### src/rtl/i2c_cmd_gen.sv
// i2c_cmd_gen: bit-level I2C engine. Executes one bus symbol (START,
// STOP, WRITE bit, READ bit) per accepted request, with runtime
// standard/fast speed, SCL clock-stretch timeout and arbitration-loss
// detection. SDA/SCL outputs are open-drain enables (1 = release).
module i2c_cmd_gen #(
  parameter int CLK_FREQ        = 25_000_000,
  parameter int I2C_FREQ        = 100_000,
  parameter int FAST_FREQ       = 400_000,
  parameter int STRETCH_TIMEOUT = 65535
) (
  input  logic       i_clk,
  input  logic       i_rst_n,
  input  logic       i_enable,
  input  logic       i_req,
  input  logic [1:0] i_cmd,
  input  logic       i_wr_bit,
  input  logic       i_fast,
  output logic       o_ready,
  output logic       o_rd_valid,
  output logic       o_rd_bit,
  output logic       o_arb_lost,
  output logic       o_timeout,
  output logic       o_sda_drive,
  output logic       o_scl_drive,
  input  logic       i_sda,
  input  logic       i_scl
);

  // Quarter-period lengths in system clocks for each speed.
  localparam int Q_STD  = CLK_FREQ / (4 * I2C_FREQ);
  localparam int Q_FAST = CLK_FREQ / (4 * FAST_FREQ);
  localparam int Q_MAX  = (Q_STD > Q_FAST) ? Q_STD : Q_FAST;
  localparam int QW     = $clog2(Q_MAX + 1);
  localparam int SW     = $clog2(STRETCH_TIMEOUT + 1);
  // Cycles the SCL synchroniser needs before a release can be seen.
  localparam int SETTLE = 2;

  localparam logic [1:0] CMD_START = 2'd0;
  localparam logic [1:0] CMD_STOP  = 2'd1;
  localparam logic [1:0] CMD_WRITE = 2'd2;
  localparam logic [1:0] CMD_READ  = 2'd3;

  generate
    if (Q_STD < 2 || Q_FAST < 2) begin : g_bad_q
      $error("i2c_cmd_gen: quarter period must be at least 2 clocks");
    end
    if (STRETCH_TIMEOUT <= SETTLE) begin : g_bad_timeout
      $error("i2c_cmd_gen: STRETCH_TIMEOUT too small");
    end
  endgenerate

  typedef enum logic [2:0] {
    ST_IDLE,
    ST_PH_A,
    ST_PH_B,
    ST_PH_C,
    ST_PH_D
  } state_t;

  state_t          state_reg, state_next;
  logic [1:0]      cmd_reg, cmd_next;
  logic            wr_bit_reg, wr_bit_next;
  logic            fast_reg, fast_next;
  logic [QW-1:0]   q_cnt_reg, q_cnt_next;
  logic [SW-1:0]   stretch_cnt_reg, stretch_cnt_next;
  logic            scl_seen_reg, scl_seen_next;
  logic            rd_sample_reg, rd_sample_next;
  logic            rd_bit_reg, rd_bit_next;
  logic            rd_valid_reg, rd_valid_next;
  logic            arb_lost_reg, arb_lost_next;
  logic            timeout_reg, timeout_next;
  logic            sda_drive_reg, sda_drive_next;
  logic            scl_drive_reg, scl_drive_next;

  logic [1:0]      pad_in;
  logic [1:0]      pad_sync;
  logic            sda_s;
  logic            scl_s;
  logic            accept;
  logic [QW-1:0]   q_last;
  logic            q_done;

  // Pad synchronisers: bit 0 = SDA, bit 1 = SCL. Idle bus level is high.
  assign pad_in = {i_scl, i_sda};

  generate
    for (genvar gi = 0; gi < 2; gi++) begin : g_sync
      logic meta_reg;
      logic sync_reg;
      // Two-flop synchroniser for one pad input.
      always_ff @(posedge i_clk or negedge i_rst_n) begin
        if (!i_rst_n) begin
          meta_reg <= 1'b1;
          sync_reg <= 1'b1;
        end else begin
          meta_reg <= pad_in[gi];
          sync_reg <= meta_reg;
        end
      end
      assign pad_sync[gi] = sync_reg;
    end
  endgenerate

  assign sda_s  = pad_sync[0];
  assign scl_s  = pad_sync[1];

  assign accept = i_req && (state_reg == ST_IDLE) && i_enable;
  assign q_last = fast_reg ? QW'(Q_FAST - 1) : QW'(Q_STD - 1);
  assign q_done = (q_cnt_reg == q_last);

  // FSM and datapath state registers.
  always_ff @(posedge i_clk or negedge i_rst_n) begin
    if (!i_rst_n) begin
      state_reg       <= ST_IDLE;
      cmd_reg         <= CMD_START;
      wr_bit_reg      <= 1'b0;
      fast_reg        <= 1'b0;
      q_cnt_reg       <= '0;
      stretch_cnt_reg <= '0;
      scl_seen_reg    <= 1'b0;
      rd_sample_reg   <= 1'b0;
    end else begin
      state_reg       <= state_next;
      cmd_reg         <= cmd_next;
      wr_bit_reg      <= wr_bit_next;
      fast_reg        <= fast_next;
      q_cnt_reg       <= q_cnt_next;
      stretch_cnt_reg <= stretch_cnt_next;
      scl_seen_reg    <= scl_seen_next;
      rd_sample_reg   <= rd_sample_next;
    end
  end

  // Registered outputs; reset releases both lines immediately.
  always_ff @(posedge i_clk or negedge i_rst_n) begin
    if (!i_rst_n) begin
      sda_drive_reg <= 1'b1;
      scl_drive_reg <= 1'b1;
      rd_bit_reg    <= 1'b0;
      rd_valid_reg  <= 1'b0;
      arb_lost_reg  <= 1'b0;
      timeout_reg   <= 1'b0;
    end else begin
      sda_drive_reg <= sda_drive_next;
      scl_drive_reg <= scl_drive_next;
      rd_bit_reg    <= rd_bit_next;
      rd_valid_reg  <= rd_valid_next;
      arb_lost_reg  <= arb_lost_next;
      timeout_reg   <= timeout_next;
    end
  end

  // Next-state, phase timing, bus checks and line drives for the next cycle.
  always_comb begin
    state_next       = state_reg;
    cmd_next         = cmd_reg;
    wr_bit_next      = wr_bit_reg;
    fast_next        = fast_reg;
    q_cnt_next       = q_cnt_reg + QW'(1);
    stretch_cnt_next = stretch_cnt_reg;
    scl_seen_next    = scl_seen_reg;
    rd_sample_next   = rd_sample_reg;
    rd_bit_next      = rd_bit_reg;
    rd_valid_next    = 1'b0;
    arb_lost_next    = 1'b0;
    timeout_next     = 1'b0;
    sda_drive_next   = sda_drive_reg;
    scl_drive_next   = scl_drive_reg;

    case (state_reg)
      ST_IDLE: begin
        q_cnt_next = '0;
        if (accept) begin
          cmd_next    = i_cmd;
          wr_bit_next = i_wr_bit;
          fast_next   = i_fast;
          state_next  = ST_PH_A;
        end
      end
      ST_PH_A: begin
        if (q_done) begin
          state_next       = ST_PH_B;
          q_cnt_next       = '0;
          stretch_cnt_next = '0;
          scl_seen_next    = 1'b0;
        end
      end
      ST_PH_B: begin
        if (!scl_seen_reg) begin
          // Waiting for SCL high; the first settle cycles are never trusted
          // since the synchroniser still shows the pre-release level.
          q_cnt_next = '0;
          if ((stretch_cnt_reg >= SW'(SETTLE)) && scl_s) begin
            scl_seen_next = 1'b1;
            q_cnt_next    = QW'(1);
          end else if (stretch_cnt_reg == SW'(STRETCH_TIMEOUT - 1)) begin
            timeout_next = 1'b1;
          end else begin
            stretch_cnt_next = stretch_cnt_reg + SW'(1);
          end
        end else if (q_done) begin
          if ((cmd_reg == CMD_START) && !sda_s) begin
            arb_lost_next = 1'b1;
          end else begin
            state_next = ST_PH_C;
            q_cnt_next = '0;
          end
        end
      end
      ST_PH_C: begin
        if (q_done) begin
          if (cmd_reg == CMD_READ) begin
            rd_sample_next = sda_s;
          end
          if ((cmd_reg == CMD_WRITE) && wr_bit_reg && !sda_s) begin
            arb_lost_next = 1'b1;
          end else begin
            state_next = ST_PH_D;
            q_cnt_next = '0;
          end
        end
      end
      ST_PH_D: begin
        if (q_done) begin
          if ((cmd_reg == CMD_STOP) && !sda_s) begin
            arb_lost_next = 1'b1;
          end else begin
            state_next = ST_IDLE;
            q_cnt_next = '0;
            if (cmd_reg == CMD_READ) begin
              rd_bit_next   = rd_sample_reg;
              rd_valid_next = 1'b1;
            end
          end
        end
      end
      default: begin
        state_next = ST_IDLE;
      end
    endcase

    if (arb_lost_next || timeout_next) begin
      // Abort: give the bus back and return to idle.
      state_next     = ST_IDLE;
      q_cnt_next     = '0;
      sda_drive_next = 1'b1;
      scl_drive_next = 1'b1;
    end else begin
      case (state_next)
        ST_PH_A: begin
          case (cmd_next)
            CMD_WRITE: begin sda_drive_next = wr_bit_next; scl_drive_next = 1'b0; end
            CMD_READ:  begin sda_drive_next = 1'b1;        scl_drive_next = 1'b0; end
            CMD_START: begin sda_drive_next = 1'b1;        scl_drive_next = scl_drive_reg; end
            default:   begin sda_drive_next = 1'b0;        scl_drive_next = 1'b0; end
          endcase
        end
        ST_PH_B: begin
          scl_drive_next = 1'b1;
          case (cmd_next)
            CMD_WRITE: sda_drive_next = wr_bit_next;
            CMD_STOP:  sda_drive_next = 1'b0;
            default:   sda_drive_next = 1'b1;
          endcase
        end
        ST_PH_C: begin
          scl_drive_next = 1'b1;
          case (cmd_next)
            CMD_WRITE: sda_drive_next = wr_bit_next;
            CMD_START: sda_drive_next = 1'b0;
            default:   sda_drive_next = 1'b1;
          endcase
        end
        ST_PH_D: begin
          case (cmd_next)
            CMD_WRITE: begin sda_drive_next = wr_bit_next; scl_drive_next = 1'b0; end
            CMD_START: begin sda_drive_next = 1'b0;        scl_drive_next = 1'b0; end
            CMD_STOP:  begin sda_drive_next = 1'b1;        scl_drive_next = 1'b1; end
            default:   begin sda_drive_next = 1'b1;        scl_drive_next = 1'b0; end
          endcase
        end
        default: begin
          // Idle: lines keep whatever the last symbol left them at.
          sda_drive_next = sda_drive_reg;
          scl_drive_next = scl_drive_reg;
        end
      endcase
    end
  end

  assign o_ready     = (state_reg == ST_IDLE);
  assign o_rd_valid  = rd_valid_reg;
  assign o_rd_bit    = rd_bit_reg;
  assign o_arb_lost  = arb_lost_reg;
  assign o_timeout   = timeout_reg;
  assign o_sda_drive = sda_drive_reg;
  assign o_scl_drive = scl_drive_reg;

endmodule

### config.mk
export PLATFORM = sky130hd
export DESIGN_NAME = i2c_cmd_gen
export DESIGN_NICKNAME = d
export VERILOG_FILES = /design/src/rtl/i2c_cmd_gen.sv
export SDC_FILE = /design/constraint.sdc
export NUM_CORES = 1
export LEC_CHECK = 0
export CAP_MARGIN = 20
export CORE_MARGIN = 2
export CORE_UTILIZATION = 58
export DETAILED_ROUTE_END_ITERATION = 10
export PLACE_DENSITY = 0.8
export SLEW_MARGIN = 10
export SYNTH_ARGS = -nofsm -noshare
export SYNTH_HDL_FRONTEND = slang
export SYNTH_SLANG_ARGS = --single-unit
### constraint.sdc
create_clock -name i_clk -period 3.1 [get_ports i_clk]
set_input_delay 0.62 -clock i_clk [delete_from_list [all_inputs] [get_ports i_clk]]
set_output_delay 0.62 -clock i_clk [all_outputs]
set_load 0.02 [all_outputs]
After elaboration in Yosys (flattened, before gate mapping)
Index checks and enable logic that the tools add are counted.

storage, ports and cells
  bits in registers = 41
  latch bits = 0
  RAM bits = 0
  memory bits (read-only) = 0
  output and inout port bits = 7
  logic and storage cells = 128
  memories kept = 0

operators by class
  add/sub/neg operators = 2
  multipliers = 0
  divide/modulo/power cells = 0
  $lt $le $gt $ge = 1
  equality and inequality tests = 21
  shift-type cells = 0
  mux-type cells = 61
  bitwise gates (word level) = 1
  reductions and logical operators = 24

operator list
  cell                                                  number
  2-to-1 mux 16 bit                                     4
  2-to-1 mux 6 bit                                      10
  case mux 16 bit (2 select lines)                      1
  2-to-1 mux 3 bit                                      10
  case mux 6 bit (5 select lines)                       1
  2-to-1 mux 1 bit                                      25
  adder 16 x 1 -> 16 bit, second input constant         1
  equality test 16 bit, second input constant           1
  >= comparator 16 x 2 -> 1 bit, second input constant  1
  case mux 3 bit (5 select lines)                       1
  equality test 3 x 2 -> 1 bit, second input constant   4
  case mux 1 bit (3 select lines)                       3
  equality test 2 bit, second input constant            4
  != test 2 bit, second input constant                  4
  case mux 1 bit (2 select lines)                       4
  nonzero test 4 bit                                    2
  logical AND 1 bit                                     7
  adder 6 x 1 -> 6 bit, second input constant           1
  equality test 3 x 1 -> 1 bit, second input constant   2
  equality test 3 bit, second input constant            2
  equality test 6 bit                                   1
  AND reduction 2 bit                                   3
  OR reduction 2 bit                                    3
  AND reduction 5 bit                                   1
  other kinds (11)                                      14

Logic depth before layout (Yosys ltp)
  depth after elaboration = 10
  gate-level depth with buffers = 10
  mapped depth without buffers = 9

Least setup slack after synthesis
OpenSTA, ideal clock, no wires.

  path kind = register -> register
  from = reg stretch_cnt_reg[0]
  to = reg stretch_cnt_reg[10]
  setup time = 0.143 ns
  arrival = 2.247 ns
  slack = 0.710 ns
  stages on the path, launching flop included = 11
  buffers on the path = 1
  clock period less this slack = 2.390 ns
  cell sequence = dfrtp_1 inv_1 ha_1 nor4_1 a41oi_1 or4_1 buf_6 a21boi_4 nand4_1 xnor2_1 nor2_1

on the way
  word-level cells in the longest chain between the ends = 5

RTL lines
  item                              RTL line  source
  start, declared                   65        logic [SW-1:0] stretch_cnt_reg, stretch_cnt_next;
  start signal, assigned            128       stretch_cnt_reg <= stretch_cnt_next;
  adder 16 x 1 -> 16 bit            199       stretch_cnt_next = stretch_cnt_reg + SW'(1);
  2-to-1 mux 16 bit                 196       end else if (stretch_cnt_reg == SW'(STRETCH_TIMEOUT - 1)) begin
  2-to-1 mux 16 bit                 193       if ((stretch_cnt_reg >= SW'(SETTLE)) && scl_s) begin
  2-to-1 mux 16 bit                 189       if (!scl_seen_reg) begin
  case mux 16 bit (2 select lines)  170       case (state_reg)

Several ways; a longest one is shown, not always the timed one. The select of a mux whose other input is x is not followed.
A chain may end at the register's enable or synchronous reset.

Worst setup path after layout
  from = reg stretch_cnt_reg[0]
  to = reg stretch_cnt_reg[15]

The elaborated chain is that of the path after synthesis.

==> summary.md <==
| Metric | Value |
|---|---|
| Clock Skew | `0.0105 ns` |
| Area grow syn2layout | `10.6%` |
| DRT antenna net count | `0` |
| Sequential fraction of the synthesis area | `between 40% and 50%` |
| Final Cycle Share | `between 80 and 90%` |
| Vias per cell | `between 5 and 6` |
| Critical Path AT | `about 2.9 ns` |
| Avg Inst Size Synth | `between 10 and 15 um^2` |
| Critical path capture point | `stretch_cnt_reg[15]` |
| Vias in the first global route | `roughly 1600` |
| Most used DFF post-synth | `dfrtp_1` |
| Number of clock sinks | `41` |
| Post-CTS resize count | `0` |
| CP Cell Sequence | `inv_1, ha_1, nor4_1, a41oi_1, or4_1, a21oi_4, nand3b_1, xor2_1, nor2_2` |
| Vias | `approximately 1600` |
| Starting density of the core | `60.8%` |
| # diodes | `0` |
| Bufs on Longest Clock Path | `2` |
| Most frequent cells in the layout | `dfrtp_1, nor2_1, nand2_1, xor2_1, clkdlybuf4s50_1` |
| Max reg flops | `16` |
| FF-to-FF setup slack | `0.40 ns` |
| PD cells | `688 mW/mm^2` |
| Overflow after GRT | `0` |
| Cell variety after synth | `52` |
| Outcome | `completed` |
| Critical path startpoint | `stretch_cnt_reg[0]` |
| Max incr delay on CP | `0.72 ns` |
| Internal power | `between 0.001 and 0.0015 W` |
| Place WS | `between 0.1 and 0.15 ns` |
| Cell area after layout | `about 0.0025 mm^2` |
| Largest net degree at the start of global routing | `42` |
| Area taken by multi-input logic gates | `approximately 0.0011 mm^2` |
| WP depth | `9` |
| Total CTS buffers | `5` |
| Max Slew Vio Count | `0` |
| Post-DP HPWL | `2870 um` |
| Comb pwr share | `32.8%` |
| WL/cell | `between 10 and 15 um` |
| Clk pwr share | `20.8%` |
| Headroom to the max-slew limit | `between 40% and 50%` |
| FFs w/ async S/R, synth | `100%` |
| Skew-Pair Late Insertion Delay | `approximately 0.30 ns` |
| Die W | `approximately 66 um` |
| Final GP Congestion | `roughly 0.81` |
| Synth Register Bits | `41` |
| WL final | `4050 um` |
| DRC violations left | `0` |
| CP max stage cell | `or4_1` |
| Clock root cell | `clkbuf_8` |
| Setup bufs post-CTS | `0` |
| Reg2Reg Depth | `9` |
| Drt pass-1 iters | `4` |
| Switching Share | `35.6%` |
| Height of the die | `66.2 um` |
| Sw power | `a little over 0.0006 W` |
| Buffers and inverters on the worst path | `1` |
| CP Capture Type | `register` |
| Antenna violations before repair | `0` |
| H-tree Lvls | `2` |
| Iter 0 DRT Violations | `76` |
| Number of flops mapped to enable cells by yosys | `0` |
| Peak supply drop | `roughly 0.45 mV` |
| Syn Inst Count | `about 220` |
| RR Endpoint | `stretch_cnt_reg[15]` |
| Kind of critical path | `register to register` |
| First-pass GRT wire length | `7140 um` |
| Die area | `0.00438 mm^2` |
| Final hold violations | `0` |
| CP Max Fanout | `7` |
| Reg power frac | `between 40 and 50%` |
| Core area | `0.00369 mm^2` |
| Hold crit path type | `register to register` |
| Final setup viols | `0` |
| FF-to-FF Start | `stretch_cnt_reg[0]` |
| Max Cap Viol | `0` |
| CTS tree | `done` |
| Synthesized net count | `~240` |
| Number of I/O port buffers | `16` |
| I/O Pins | `17` |
| Worst endpoint required time | `roughly 3.3 ns` |
| Clock-pin slew on the worst setup and hold paths | `around 0.070 ns` |
| RSZ-0062 raised after global routing | `no` |
| # hold bufs at CTS | `0` |
| Syn. warnings | `0` |
| # rows | `22` |
| Leakage | `~1.1 nW` |
| Commonest non-fill, non-tap cell in the layout | `dfrtp_1` |
| FMAX | `0.370 GHz` |
| Period minus WS final | `about 2.7 ns` |
| Critical path startpoint category | `register` |
| FF+latch area | `a little over 0.001 mm^2` |
| Share of layout cells above drive strength 1 | `approximately 14%` |
| Worst slew pin tran | `~0.9 ns` |
| Mapped Area | `~0.0022 mm^2` |
| Placed cell area | `between 0.002 and 0.0025 mm^2` |
| NumNets Final | `between 200 and 300` |
| Filler instances | `301` |
| Setup TNS | `0 ns` |
| Crit-path leading delay family | `simple AND/OR/NAND/NOR gates` |
| Final worst slack | `around 0.40 ns` |
| Tot GR Track Use | `21.7%` |
==> worst min path at each step <==
stage / from / to / cells after the start
after detailed placement: g_sync[0].meta_reg / g_sync[0].sync_reg / 0
after floorplan: i_rst_n / cmd_reg[0] / 0
final: g_sync[1].meta_reg / g_sync[1].sync_reg / 0
after CTS: g_sync[1].meta_reg / g_sync[1].sync_reg / 0
after global placement: g_sync[0].meta_reg / g_sync[0].sync_reg / 0
after global routing: g_sync[1].meta_reg / g_sync[1].sync_reg / 0
==> through the flow <==
step | total power (W) | instances | hold WS, ns | util, %
floorplan | 0.00122 | 218 | 0.324 | -
global placement | 0.00135 | 276 | 0.346 | 64.9
detailed placement | 0.00136 | 276 | 0.347 | 64.9
CTS | 0.00172 | 283 | 0.359 | 67.3
global route | 0.00184 | 283 | 0.366 | 67.3
finish | 0.00171 | 283 | 0.358 | 67.3
==> power by group through the flow <==
stage	clock [W]	sequential, W	combinational, W
2_1_floorplan	0	0.000758	0.000465
3_3_place_gp	0	0.000798	0.000548
3_5_place_dp	0	0.000796	0.000561
4_1_cts	0.000361	0.000790	0.000564
5_1_grt	0.000383	0.000815	0.000640
6_report	0.000356	0.000792	0.000561
==> synthesized netlist by cell type, types with 4 or more instances <==
cell     number  area share [%]
dfrtp_1      35              39
nor2_1       29             4.9
nand2_1      17             2.8
xor2_1       15             5.9
nand3_1      11             2.5
inv_1         9             1.5
ha_1          7             3.9
dfstp_2       6             7.0
nor3_1        6             1.3
and3_1        5             1.4
nand4_1       5             1.4
nor2_2        5             1.4
nor4_1        5             1.4
mux2_2        4             2.0
mux2i_1       4             1.8
o21a_1        4             1.3
==> area by class of cell <==
cell class / count / area share (%)
Tap cell: 48 / 2.42
Timing Repair Buffer: 17 / 6.56
Multi-Input combinational cell: 161 / 44.5
Inverter: 9 / 1.36
Sequential cell: 41 / 41.7
Clock buffer: 7 / 3.48
==> cell families (layout without fill, tap and decap cells) <==
group                      count (synthesis)  after routing  synth area share [%]
AOI/OAI and AO/OA                         26             26                  9.59
xor gates and xnor gates                  18             18                  7.03
adders and majority gates                  7              7                  3.90
buffers and inverters                     16             33                  4.91
DFF                                       41             41                  46.1
muxes                                      8              8                  3.79
and+or+nand+nor                          102            102                  24.7
==> routing by layer <==
metal / track usage, % / vias up / routed length (um)
met5: 0 / - / 0
met4: 7.65 / 0 / 62
met3: 6.13 / 8 / 158
li1: - / 805 / -
met1: 27.6 / 792 / 1930
met2: 35.3 / 30 / 1900
Power figures use the tool's default switching activity.
==> variant 1, RTL diff (same settings) <==
Encoding of `state_t`: now one-hot (5 bits for 5 states).
--- a/src/rtl/i2c_cmd_gen.sv
+++ b/src/rtl/i2c_cmd_gen.sv
@@ -51,8 +51,8 @@
 
-  typedef enum logic [2:0] {
-    ST_IDLE,
-    ST_PH_A,
-    ST_PH_B,
-    ST_PH_C,
-    ST_PH_D
+  typedef enum logic [4:0] {
+    ST_IDLE = 5'b00001,
+    ST_PH_A = 5'b00010,
+    ST_PH_B = 5'b00100,
+    ST_PH_C = 5'b01000,
+    ST_PH_D = 5'b10000
   } state_t;
Function: no difference found for any inputs over 10 cycles, from zero or initial values and one cycle with i_rst_n low; not proved beyond that.
==> variant 1 against the original RTL <==
- routed wire length up 28%
- clock skew down 0.0028 ns
- sequential cell count up 2
- worst setup slack worse by 0.14 ns
- power down 4.2%
- first-iteration DRC count up 140%
- area after synthesis up 9.5%
- critical path depth unchanged
- via count up 28%
- combinational power down 15%
- design area up 12%
- fmax down 4.8%
- largest cell class unchanged
==> variant 1: results (changes against the original RTL) <==
- Outcome: completed
- Compound-Gate Fraction of Synth Area: 19.2% (+9.6 points)
- Synth cell count leaders: dfrtp_1 (36), nor2_1 (25), nand2_1 (16), o21ai_0 (16), nand3_1 (11)
- Sw Share: 33.0% (-2.6 points)
- Clk slew on worst S/H paths: 0.09 ns (+0.02 ns)
- Nets@finish: 290 (+15%)
- Maximum vdd drop: 0.432 mV (-4.7%)
- Unique cell type count in the Yosys netlist: 58 (+12%)
- Avg Cell Area, Syn: 9.79 um^2 (-4.9%)
- Avg WL per Cell: 16.0 um (+12%)
- Mapped Nets: 268 (+14%)
- Leak: 1.18 nW (+7.6%)
- XOR/XNOR share of the synthesized area: 1.43% (-5.6 points)
- Post-route insts no fill: 324 (+14%)
- First-pass GRT wire length: 9160 um (+28%)
- Post-Place Setup Slack: 0.193 ns (+0.0877 ns)
- Clock Skews: 0.00772 ns (-0.00276 ns)
- Post-DP HPWL: 3690 um (+28%)
- GP Congestion: 0.873 (+8.2%)
- Register area share after synthesis: 44.2% (-1.9 points)
- Multiplexer area fraction after synthesis: 2.60% (-1.2 points)
- DP Area: 2660 um^2 (+11%)
- Vias in the first global route: 1973 (+23%)
- Vias: 2091 (+28%)
- Crit path arrival time: 3.05 ns (+0.16 ns)
- Iter 0 DRT Violations: 184 (+140%)
- Layout cells sized above 1: 13.5% (-0.54 points)
- Maximum number of pins on one net before global-route repair: 44 (+4.8%)
- First-pass iteration count of the detailed router: 5 (+1)
variant 1: cell count changes after synthesis, moves of 4 or more:
| cell | delta |
|---|---|
| nor2_1 | -4 |
| o31ai_1 | +5 |
| nand2b_1 | +5 |
| nor2_2 | -5 |
| a31oi_1 | +8 |
| o21ai_0 | +14 |
| xor2_1 | -12 |
variant 1: routing by layer:
| layer | global-route usage (%) | vias up | wire (um) |
|---|---|---|---|
| met5 | 0 | - | 0 |
| met4 | 7.63 | 0 | 110 |
| met3 | 4.53 | 11 | 322 |
| met2 | 38.7 | 78 | 2500 |
| met1 | 31.3 | 1008 | 2250 |
| li1 | - | 994 | - |
variant 1: path summary, 6_finish.rpt:
| kind | cells after the start | endpoint | start | slack [ns] |
|---|---|---|---|---|
| max reg2reg | 9 | stretch_cnt_reg[15] | stretch_cnt_reg[0] | 0.26 |
| min reg2reg | 0 | g_sync[1].sync_reg | g_sync[1].meta_reg | 0.36 |
| max in group asynchronous | 1 | cmd_reg[1] | i_rst_n | 2.09 |
| max | 9 | stretch_cnt_reg[15] | stretch_cnt_reg[0] | 0.26 |
| min in group asynchronous | 1 | stretch_cnt_reg[2] | i_rst_n | 0.45 |
| min | 0 | g_sync[1].sync_reg | g_sync[1].meta_reg | 0.36 |
variant 1: worst max-delay path, delay by kind of cell (launching register included):
kind                     cells  cell delay, ns
flip-flops                   1            0.48
buffers and inverters        2            0.32
AND/OR/NAND/NOR              3            0.89
adder cells (fa/ha/maj)      1            0.21
AO/OA/AOI/OAI                3            0.84
variant 1: cell families after synthesis:
family,count (synthesis)
flops,43
mux,6
simple gates,108
buf+inv,17
xor+xnor,4
compound gates,66
fa+ha+maj,7
variant 1: power groups by stage:
stage	Clock (mW)	Combinational, mW	Sequential [mW]
after global routing	0.472	0.532	0.735
after detailed placement	0	0.476	0.728
after CTS	0.448	0.481	0.721
final	0.437	0.477	0.723
after floorplan	0	0.327	0.725
after global placement	0	0.467	0.725
variant 1: layout make-up:
type / instances / area (um^2) / area share (%)
repair buffers: 22 / 200 / 7.21
inverters: 10 / 37.5 / 1.35
clock inverters: 3 / 43.8 / 1.58
well taps: 50 / 62.6 / 2.25
clock buffers: 5 / 68.8 / 2.48
multi-input cells: 191 / 1280 / 46.1
flip-flops and latches: 43 / 1080 / 39.1
==> variant 2, RTL diff (config.mk and constraints unchanged) <==
Without the edit above. Set the parameter `FAST_FREQ` to 800_000 (it was 400_000).
--- a/src/rtl/i2c_cmd_gen.sv
+++ b/src/rtl/i2c_cmd_gen.sv
@@ -7,3 +7,3 @@
   parameter int I2C_FREQ        = 100_000,
-  parameter int FAST_FREQ       = 400_000,
+  parameter int FAST_FREQ       = 800_000,
   parameter int STRETCH_TIMEOUT = 65535
Formal check against the unedited RTL: not equivalent (a bounded check fails within 10 cycles, from zero or initial values and one cycle with i_rst_n low).
==> variant 2 against the original RTL <==
- design area increased by 0.40%
- hold slack better by 0.00087 ns
- global-route usage is 1.3 points higher
- clock power grew 21%
- area after synthesis is 2.6% lower
- power is 5.9% higher
- cell count is 1.8% higher
- sequential cell count did not move
- routed wire length grew 2.0%
- worst setup slack got worse by 0.056 ns
- critical endpoint is now o_sda_drive
- highest routed layer unchanged
==> variant 2: results (changes against the original RTL) <==
- Maxcap violations: 0 (unchanged)
- Clk slew on worst S/H paths: 0.08 ns
- Net Sw Power: 0.645 mW (+5.9%)
- Setup violators final: 0 (unchanged)
- Avg WL per Cell: 14.3 um (+0.18%)
- Iter 0 DRT Violations: 111 (+46%)
- Clock Skews: 0.00542 ns (-0.00506 ns)
- Fillers: 304 (+1.0%)
- Ranking of synthesized cells by area: dfrtp_1 (40%), dfstp_2 (7.2%), nor2_1 (5.3%), ha_1 (4.0%), xor2_1 (4.0%)
- Number of H-tree levels: 2 (unchanged)
- DP Area: 2380 um^2 (-0.78%)
- Outcome: completed
- I/O Buffers: 16 (unchanged)
- Worst-Skew Late Latency: 0.29 ns
- Maximum number of pins on one net before global-route repair: 42 (unchanged)
- # resized after CTS: 0 (unchanged)
- Synthesis Warnings: 0 (unchanged)
- Maximum vdd drop: 0.524 mV (+16%)
- CTS buffer count: 5 (unchanged)
- Bufs on Longest Clock Path: 2 (unchanged)
- Unique cell type count in the Yosys netlist: 53 (+1.9%)
- Max transition margin: 42.5% (+0.72 points)
- Post-DP HPWL: 2990 um (+4.2%)
- Worst hold path type: flop to flop
- Mapped Nets: 238 (+1.3%)
- Post-CTS setup buffer count: 0 (unchanged)
- Register area share after synthesis: 47.3% (+1.2 points)
- FFs w/ async S/R, synth: 100% (unchanged)
- Crit-path max FO: 7 (unchanged)
- First-pass iteration count of the detailed router: 4 (unchanged)
- Crit path arrival time: 3.00 ns (+0.11 ns)
- Via/cell ratio: 5.93 (+2.7%)
- Layout cells sized above 1: 12.1% (-2.0 points)
- Leak: 1.05 nW (-3.9%)
- GP Congestion: 0.919 (+14%)
- Antenna viol nets, final: 0 (unchanged)
- CTS Root Cell: clkbuf_8
- GRT Resource Usage Total: 22.9% (+1.3 points)
- Synth cell count leaders: dfrtp_1 (35), nor2_1 (31), nand2_1 (16)
- Initial antenna violation count: 0 (unchanged)
- First-pass GRT wire length: 7580 um (+6.1%)
- ANT cells: 0 (unchanged)
- Largest register FFs: 16 (unchanged)
- Vias in the first global route: 1674 (+4.7%)
- Nets@finish: 256 (+1.6%)
[variant 2: final timing paths]
check	startpoint	end	slack (ns)	cells past startpoint
setup / recovery	stretch_cnt_reg[0]	o_sda_drive	0.34	9
hold / removal	g_sync[0].meta_reg	g_sync[0].sync_reg	0.36	0
setup reg to reg	stretch_cnt_reg[0]	o_sda_drive	0.34	9
hold reg to reg	g_sync[0].meta_reg	g_sync[0].sync_reg	0.36	0
max in group asynchronous	i_rst_n	q_cnt_reg[1]	2.13	1
min in group asynchronous	i_rst_n	stretch_cnt_reg[4]	0.43	1
[variant 2: layout make-up]
| type | instances | area share [%] |
|---|---|---|
| Clock inverter | 3 | 1.86 |
| Inverter | 10 | 1.51 |
| Clock buffer | 5 | 2.76 |
| Sequential cell | 41 | 41.5 |
| Multi-Input combinational cell | 163 | 43.1 |
| Tap cell | 48 | 2.41 |
| Timing Repair Buffer | 18 | 6.83 |
[variant 2: cell families (layout without fill, tap and decap cells)]
| group | count (synthesis) | in the layout | share of synthesized area [%] |
|---|---|---|---|
| xor+xnor | 13 | 13 | 5.21 |
| simple gates | 97 | 97 | 23.1 |
| compound gates | 38 | 38 | 13.0 |
| buf+inv | 17 | 36 | 3.49 |
| mux | 8 | 8 | 3.89 |
| flops | 41 | 41 | 47.3 |
| fa+ha+maj | 7 | 7 | 4.01 |
[variant 2: worst max-delay path, cell delays in order, from the launching register on]
cell and delay, ns:
dfrtp_1 0.42, inv_1 0.06, ha_1 0.21, nor4_1 0.28, a41oi_1 0.28, nor4b_1 0.51, or2_0 0.45, nor2_1 0.15
a22oi_1 0.19, a32o_1 0.15
[variant 2: metal layers]
| metal | part of all wire [%] | GRT usage (%) |
|---|---|---|
| met5 | 0 | 0 |
| met4 | 1.4 | 5.21 |
| met3 | 4.3 | 5.31 |
| met2 | 47 | 35.5 |
| met1 | 48 | 33.1 |
[variant 2: per-stage QoR]
step	utilization [%]	hold WS [ns]	power (mW)	setup slack (ns)	instances
floorplan	-	0.324	1.21	0.424	221
global placement	65.4	0.346	1.36	0.429	280
finish	68.6	0.358	1.81	0.340	288
detailed placement	65.4	0.347	1.38	0.356	280
global route	68.6	0.368	1.96	0.203	288
CTS	68.6	0.360	1.82	0.432	288
[variant 2: power by group through the flow]
stage | registers [mW] | logic, mW | clock network (mW)
after floorplan | 0.759 | 0.452 | 0
after global placement | 0.788 | 0.570 | 0
after detailed placement | 0.792 | 0.585 | 0
after CTS | 0.784 | 0.590 | 0.442
after global routing | 0.810 | 0.676 | 0.471
final | 0.788 | 0.589 | 0.432
